--- src/rtl/tdm_pkg.sv ---
// Shared types and default sizing for the TDM demultiplexer.
package tdm_pkg;

  typedef enum logic {
    HUNT = 1'b0,
    SYNC = 1'b1
  } tdm_state_e;

  localparam int NUM_CH_DEF = 4;
  localparam int SLOT_W_DEF = 8;

endpackage

--- src/rtl/tdm_deser.sv ---
// Slot deserializer: MSB-first shift register with a bit counter that flags
// the sample completing a slot word.
module tdm_deser
  import tdm_pkg::*;
#(
  parameter int SLOT_W = SLOT_W_DEF
) (
  input  logic              clk,
  input  logic              rst,
  input  logic              shift_i,
  input  logic              start_i,
  input  logic              clr_i,
  input  logic              din_i,
  output logic [SLOT_W-1:0] word_o,
  output logic              slot_done_o,
  output logic              at_bit0_o
);

  localparam int CNT_W = (SLOT_W > 1) ? $clog2(SLOT_W) : 1;

  logic [SLOT_W-1:0] sr_q, sr_d;
  logic [CNT_W-1:0]  cnt_q, cnt_d;
  logic [CNT_W-1:0]  eff_cnt;
  logic [SLOT_W:0]   ext;

  // A start sample begins a fresh word, so stale partial bits never leak in.
  assign ext         = {sr_q, din_i};
  assign eff_cnt     = start_i ? '0 : cnt_q;
  assign word_o      = start_i ? SLOT_W'(din_i) : ext[SLOT_W-1:0];
  assign slot_done_o = shift_i && (eff_cnt == CNT_W'(SLOT_W - 1));
  assign at_bit0_o   = (cnt_q == '0);

  always_comb begin
    sr_d  = sr_q;
    cnt_d = cnt_q;
    if (clr_i) begin
      sr_d  = '0;
      cnt_d = '0;
    end else if (shift_i) begin
      sr_d  = word_o;
      cnt_d = slot_done_o ? '0 : eff_cnt + CNT_W'(1);
    end
  end

  always_ff @(posedge clk) begin
    if (rst) begin
      sr_q  <= '0;
      cnt_q <= '0;
    end else begin
      sr_q  <= sr_d;
      cnt_q <= cnt_d;
    end
  end

endmodule

--- src/rtl/tdm_demux.sv ---
// TDM serial-to-parallel demultiplexer with frame-sync tracking.
// Optional TDM_DEMUX_ERRCNT_EN adds a saturating 8-bit sync error counter.
module tdm_demux
  import tdm_pkg::*;
#(
  parameter int NUM_CH = NUM_CH_DEF,
  parameter int SLOT_W = SLOT_W_DEF
) (
  input  logic                       clk,
  input  logic                       rst,
  input  logic                       bit_en,
  input  logic                       din,
  input  logic                       frame_sync,
  output logic [NUM_CH*SLOT_W-1:0]   ch_data,
  output logic                       ch_stb,
  output logic [$clog2(NUM_CH)-1:0]  ch_idx,
  output logic                       frame_done,
  output logic                       locked,
  output logic                       sync_err
`ifdef TDM_DEMUX_ERRCNT_EN
  ,
  output logic [7:0]                 err_cnt
`endif
);

  localparam int IDX_W = $clog2(NUM_CH);
  localparam logic [IDX_W-1:0] LAST_SLOT = IDX_W'(NUM_CH - 1);

  tdm_state_e                state_q, state_d;
  logic [IDX_W-1:0]          slot_q, slot_d, slot_cur;
  logic [NUM_CH*SLOT_W-1:0]  data_q, data_d;
  logic [IDX_W-1:0]          idx_q, idx_d;
  logic                      stb_q, stb_d;
  logic                      fd_q, fd_d;
  logic                      err_q, err_d;

  logic                      shift, start, clr;
  logic [SLOT_W-1:0]         word;
  logic                      slot_done, at_bit0, at_start;

  tdm_deser #(.SLOT_W(SLOT_W)) u_deser (
    .clk        (clk),
    .rst        (rst),
    .shift_i    (shift),
    .start_i    (start),
    .clr_i      (clr),
    .din_i      (din),
    .word_o     (word),
    .slot_done_o(slot_done),
    .at_bit0_o  (at_bit0)
  );

  assign at_start = at_bit0 && (slot_q == '0);

  // Framing decisions; a misplaced sync restarts the frame on that very bit.
  always_comb begin
    state_d = state_q;
    shift   = 1'b0;
    start   = 1'b0;
    clr     = 1'b0;
    err_d   = 1'b0;
    if (bit_en) begin
      unique case (state_q)
        HUNT: begin
          if (frame_sync) begin
            shift   = 1'b1;
            start   = 1'b1;
            state_d = SYNC;
          end
        end
        SYNC: begin
          if (frame_sync && !at_start) begin
            err_d = 1'b1;
            shift = 1'b1;
            start = 1'b1;
          end else if (!frame_sync && at_start) begin
            err_d   = 1'b1;
            clr     = 1'b1;
            state_d = HUNT;
          end else begin
            shift = 1'b1;
          end
        end
        default: state_d = HUNT;
      endcase
    end
  end

  always_comb begin
    slot_cur = start ? '0 : slot_q;
    slot_d   = slot_q;
    data_d   = data_q;
    idx_d    = idx_q;
    stb_d    = 1'b0;
    fd_d     = 1'b0;
    if (clr) begin
      slot_d = '0;
    end else if (slot_done) begin
      for (int k = 0; k < NUM_CH; k++) begin
        if (slot_cur == IDX_W'(k)) data_d[k*SLOT_W +: SLOT_W] = word;
      end
      stb_d  = 1'b1;
      idx_d  = slot_cur;
      fd_d   = (slot_cur == LAST_SLOT);
      slot_d = (slot_cur == LAST_SLOT) ? '0 : slot_cur + IDX_W'(1);
    end else if (start) begin
      slot_d = '0;
    end
  end

  always_ff @(posedge clk) begin
    if (rst) begin
      state_q <= HUNT;
      slot_q  <= '0;
      data_q  <= '0;
      idx_q   <= '0;
      stb_q   <= 1'b0;
      fd_q    <= 1'b0;
      err_q   <= 1'b0;
    end else begin
      state_q <= state_d;
      slot_q  <= slot_d;
      data_q  <= data_d;
      idx_q   <= idx_d;
      stb_q   <= stb_d;
      fd_q    <= fd_d;
      err_q   <= err_d;
    end
  end

`ifdef TDM_DEMUX_ERRCNT_EN
  logic [7:0] err_cnt_q;

  always_ff @(posedge clk) begin
    if (rst) begin
      err_cnt_q <= '0;
    end else if (err_d && (err_cnt_q != 8'hFF)) begin
      err_cnt_q <= err_cnt_q + 8'd1;
    end
  end

  assign err_cnt = err_cnt_q;
`endif

  assign ch_data    = data_q;
  assign ch_stb     = stb_q;
  assign ch_idx     = idx_q;
  assign frame_done = fd_q;
  assign sync_err   = err_q;
  assign locked     = (state_q == SYNC);

endmodule
--- config.mk ---
export PLATFORM = sky130hd
export DESIGN_NAME = tdm_demux
export DESIGN_NICKNAME = d
export VERILOG_FILES = /design/src/rtl/tdm_pkg.sv /design/src/rtl/tdm_deser.sv /design/src/rtl/tdm_demux.sv
export SDC_FILE = /design/constraint.sdc
export NUM_CORES = 1
export LEC_CHECK = 0
export BUFFER_PORTS_ARGS = -buffer_cell sky130_fd_sc_hd__buf_2
export CAP_MARGIN = 20
export CELL_PAD_IN_SITES_DETAIL_PLACEMENT = 1
export CELL_PAD_IN_SITES_GLOBAL_PLACEMENT = 1
export CORE_MARGIN = 4
export CORE_UTILIZATION = 36
export DETAILED_ROUTE_END_ITERATION = 16
export GPL_TIMING_DRIVEN = 0
export PLACE_DENSITY = 0.76
export SETUP_SLACK_MARGIN = 0.4
export SLEW_MARGIN = 15
export SYNTH_ARGS = -nofsm -noshare
export SYNTH_HDL_FRONTEND = slang
export SYNTH_SLANG_ARGS = --single-unit
--- constraint.sdc ---
create_clock -name clk -period 2.42 [get_ports clk]
set_input_delay 0.121 -clock clk [delete_from_list [all_inputs] [get_ports clk]]
set_output_delay 0.121 -clock clk [all_outputs]
set_load 0.03 [all_outputs]
==> reports/results.txt <==
Final-stage net count -> 325
Clock network latency to the later pin of the worst-skew pair -> 0.31 ns
Remaining DRCs -> 0
Tcrit/Tclk final -> 105%
Grt ovf -> 0
TritonCTS clock tree -> yes
Ant. Diodes -> 0
Detailed-route via count -> 2,160
Antenna-violating nets left -> 0
Crit-path cells -> nor3_4, nand2_2, ha_4, mux2i_4, nand2b_4, and2_4, ha_4, ha_4, clkbuf_16, and3_1, o211ai_1, buf_4, o22ai_1
Slowest Stage Delay on Critical Path -> 0.34 ns
Total half-perimeter wirelength after legalization and detailed placement -> 4.31 mm
Wire length of the first global-routing pass -> 11.0 mm
H-tree levels -> 2
Number of buffers added by the clock tree synthesis step -> 5
Number of hold-repair buffers added at the cts stage -> 0
Min cycle time layout -> 2.55 ns
Filler Cell Count -> 644
Failing checks -> negative setup slack
Final-report hold violation count -> 0
Total core area -> 0.00554 mm²
Number of max-slew violations in the final report -> 0
Leakage -> 1.30 nW
Most used flip-flop cell after synthesis -> sky130_fd_sc_hd__dfxtp_1
Number of distinct library cells after synthesis -> 32
Avg Synthesized Cell Area -> 9.15 µm²
Setup WS pre-CTS -> -0.319 ns
Die Wd -> 83.8 µm
Number of synthesized register bits -> 50
Seq/Total Area, Yosys -> 48.4%
Worst Path Arrival -> 2.78 ns
Number of search-and-repair iterations in the first detailed-routing pass -> 4
Critical Path Start Type -> register
Clock Skew -> 0.00589 ns
Count of final setup violators -> 39
GRT Total Usage -> 19.0%
Worst Path Required -> 2.65 ns
Critical path class -> reg -> reg
Peak fanout along the critical path -> 7
IR drop worst, VDD -> 0.315 mV
Final core utilization -> 56.8%
Die height -> 83.8 µm
First element of the critical path -> u_deser.cnt_q[0]$_SDFFE_PP0P_
Pin count of the biggest net entering global routing -> 17
Post-synth EDFFs -> 0
Initial core utilization -> 37.3%
Number of cells produced by synthesis -> 226
1st-iter DRT viols -> 124
Input/output buffers -> 41
Warning count from the yosys run -> 0
Number of rows in the core area -> 27
Hold crit path type -> in -> reg
Area of the mapped netlist -> 0.00207 mm²
Setup slack of the worst register-to-register path -> -0.13 ns
Number of sinks on the clock net -> 50
Post-Place Cells -> 339
Slew at the pin with the worst max-slew slack -> 0.900 ns
Die Area -> 0.00702 mm²
Number of max-capacitance violations reported -> 0
Placer's final routability congestion estimate -> 0.807
Master of the slowest instance on the critical path -> sky130_fd_sc_hd__dfxtp_2
Hold_sp -> din
CTS root buffer -> sky130_fd_sc_hd__clkbuf_8
Area Overhead vs Synth -> 52.2%
RSZ-0062 raised after global routing -> yes
Power density normalized to cell area -> 501 mW/mm²
Detailed-route wire length -> 7.53 mm
Final Non-Filler Cells -> 385
Setup TNS -> -2.05 ns
Max-Slew Margin vs Limit -> 39.4%
Clock-pin slew on the worst setup and hold paths -> 0.09 ns
Initial antenna violation count -> 0
Post-synthesis async set-or-reset flop share -> 0%
Source of the worst register-to-register timing path -> u_deser.cnt_q[0]$_SDFFE_PP0P_
Fraction of final layout cells sized beyond drive strength 1 -> 46.3%
Final-layout worst hold slack -> 0.165 ns
Placed inst area -> 0.00245 mm²
Total nets after synthesis -> 239
Post-route worst setup slack -> -0.126 ns
Average vias per placed instance -> 5.61
Total power consumption of the routed design -> 1.57 mW
Type of destination of the critical path -> register
Average routed wire per standard cell -> 19.6 µm
Run status -> finished, violations left
Max clock buf depth -> 2
Number of global-route vias before repair -> 2,139
Total non-filler cell area in the finished layout -> 0.00315 mm²
Critical Path Most Common Cell -> sky130_fd_sc_hd__ha_4
Max Freq -> 393 MHz
Count of pins on the block boundary -> 43
## layout by cell type (no fill, tap or decap), types with 3 or more instances in the layout
cell type,synthesis,final
sky130_fd_sc_hd__buf_2,4,43
sky130_fd_sc_hd__dfxtp_1,50,44
sky130_fd_sc_hd__o21ai_0,8,6
sky130_fd_sc_hd__and2_4,1,3
sky130_fd_sc_hd__o2bb2ai_2,0,5
sky130_fd_sc_hd__clkbuf_8,0,6
sky130_fd_sc_hd__inv_1,10,8
sky130_fd_sc_hd__nor3_4,0,5
sky130_fd_sc_hd__ha_4,0,4
sky130_fd_sc_hd__o22ai_1,31,23
sky130_fd_sc_hd__ha_1,8,4
sky130_fd_sc_hd__nor2_1,4,4
sky130_fd_sc_hd__nand2_1,34,31
sky130_fd_sc_hd__buf_6,2,16
sky130_fd_sc_hd__o22ai_2,0,8
sky130_fd_sc_hd__clkbuf_1,8,7
sky130_fd_sc_hd__buf_4,0,24
sky130_fd_sc_hd__dfxtp_2,0,5
sky130_fd_sc_hd__o31ai_1,8,5
sky130_fd_sc_hd__a21oi_1,8,7
sky130_fd_sc_hd__and3_1,4,3
sky130_fd_sc_hd__o211ai_1,10,10
## routing by layer
| layer | GRT usage (%) | share of wire (%) | wire [µm] | vias to the layer above |
|---|---|---|---|---|
| li1 | - | - | - | 1006 |
| met1 | 25.1 | 44 | 3320 | 1093 |
| met2 | 30.9 | 50 | 3780 | 45 |
| met3 | 3.06 | 3.6 | 271 | 16 |
| met4 | 7.89 | 2.1 | 161 | 0 |
| met5 | 0 | 0 | 0 | - |
## critical path, delay by kind of cell (launching register included)
kind                     cells  cell delay [ns]
adder cells (fa/ha/maj)      3             0.46
buffers and inverters        2             0.34
flip-flops                   1             0.34
AO/OA/AOI/OAI                2             0.31
AND/OR/NAND/NOR              5             0.85
multiplexers                 1             0.17
## sequential cells by signal, summed over array words and instances, names as in the netlist
register	flops
u_deser.sr_q	7
frame_done	1
slot_q	2
locked	1
ch_stb	1
u_deser.cnt_q	3
ch_data	32
sync_err	1
ch_idx	2
## where the power goes
group / leakage, nW / internal [mW] / switching, mW / total, mW
registers: 0.406 / 0.826 / 0.00400 / 0.830
logic: 0.841 / 0.0930 / 0.119 / 0.212
clock network: 0.0478 / 0.236 / 0.296 / 0.532
total: 1.30 / 1.16 / 0.420 / 1.57
## repair_timing
item                       4_1_cts  5_1_grt
setup endpoints to repair       40       48
pin swaps                       12       17
buffers inserted                22       15
cloned                           0        1
gates resized for setup         30       37
## final timing paths
kind / endpoint / depth (start not counted)
max: ch_data[3]$_SDFFE_PP0P_ / 13
min: ch_data[24]$_SDFFE_PP0P_ / 3
max reg2reg: ch_data[3]$_SDFFE_PP0P_ / 13
min reg2reg: ch_data[28]$_SDFFE_PP0P_ / 2
## layout make-up
class / count / area (µm²) / share of cell area (%)
inverter: 11 / 43.8 / 1.39
timing repair buffer: 79 / 543 / 17.3
clock buffer: 6 / 82.6 / 2.63
multi-input combinational: 151 / 1240 / 39.6
tap: 72 / 90.1 / 2.86
sequential: 50 / 1010 / 32.1
clock inverter: 2 / 16.3 / 0.517
buffer: 14 / 114 / 3.62
## synth_stat cells, types with 5 or more instances
| master | instances | share of area [%] |
|---|---|---|
| sky130_fd_sc_hd__o211ai_1 | 10 | 3.6 |
| sky130_fd_sc_hd__o21ai_0 | 8 | 1.9 |
| sky130_fd_sc_hd__nand2_1 | 34 | 6.2 |
| sky130_fd_sc_hd__o2bb2ai_1 | 6 | 2.5 |
| sky130_fd_sc_hd__clkbuf_1 | 8 | 1.5 |
| sky130_fd_sc_hd__a21oi_1 | 8 | 1.9 |
| sky130_fd_sc_hd__nand3_1 | 5 | 1.2 |
| sky130_fd_sc_hd__o31ai_1 | 8 | 2.9 |
| sky130_fd_sc_hd__inv_1 | 10 | 1.8 |
| sky130_fd_sc_hd__dfxtp_1 | 50 | 48 |
| sky130_fd_sc_hd__o22ai_1 | 31 | 9.4 |
| sky130_fd_sc_hd__ha_1 | 8 | 4.8 |
## cells by family after synthesis
family	share of synthesized area [%]
AOI/OAI and AO/OA	24.8
adders and majority gates	4.84
buffers and inverters	5.51
DFF	48.4
muxes	1.15
and+or+nand+nor	15.3
(Power assumes the default switching activity.)
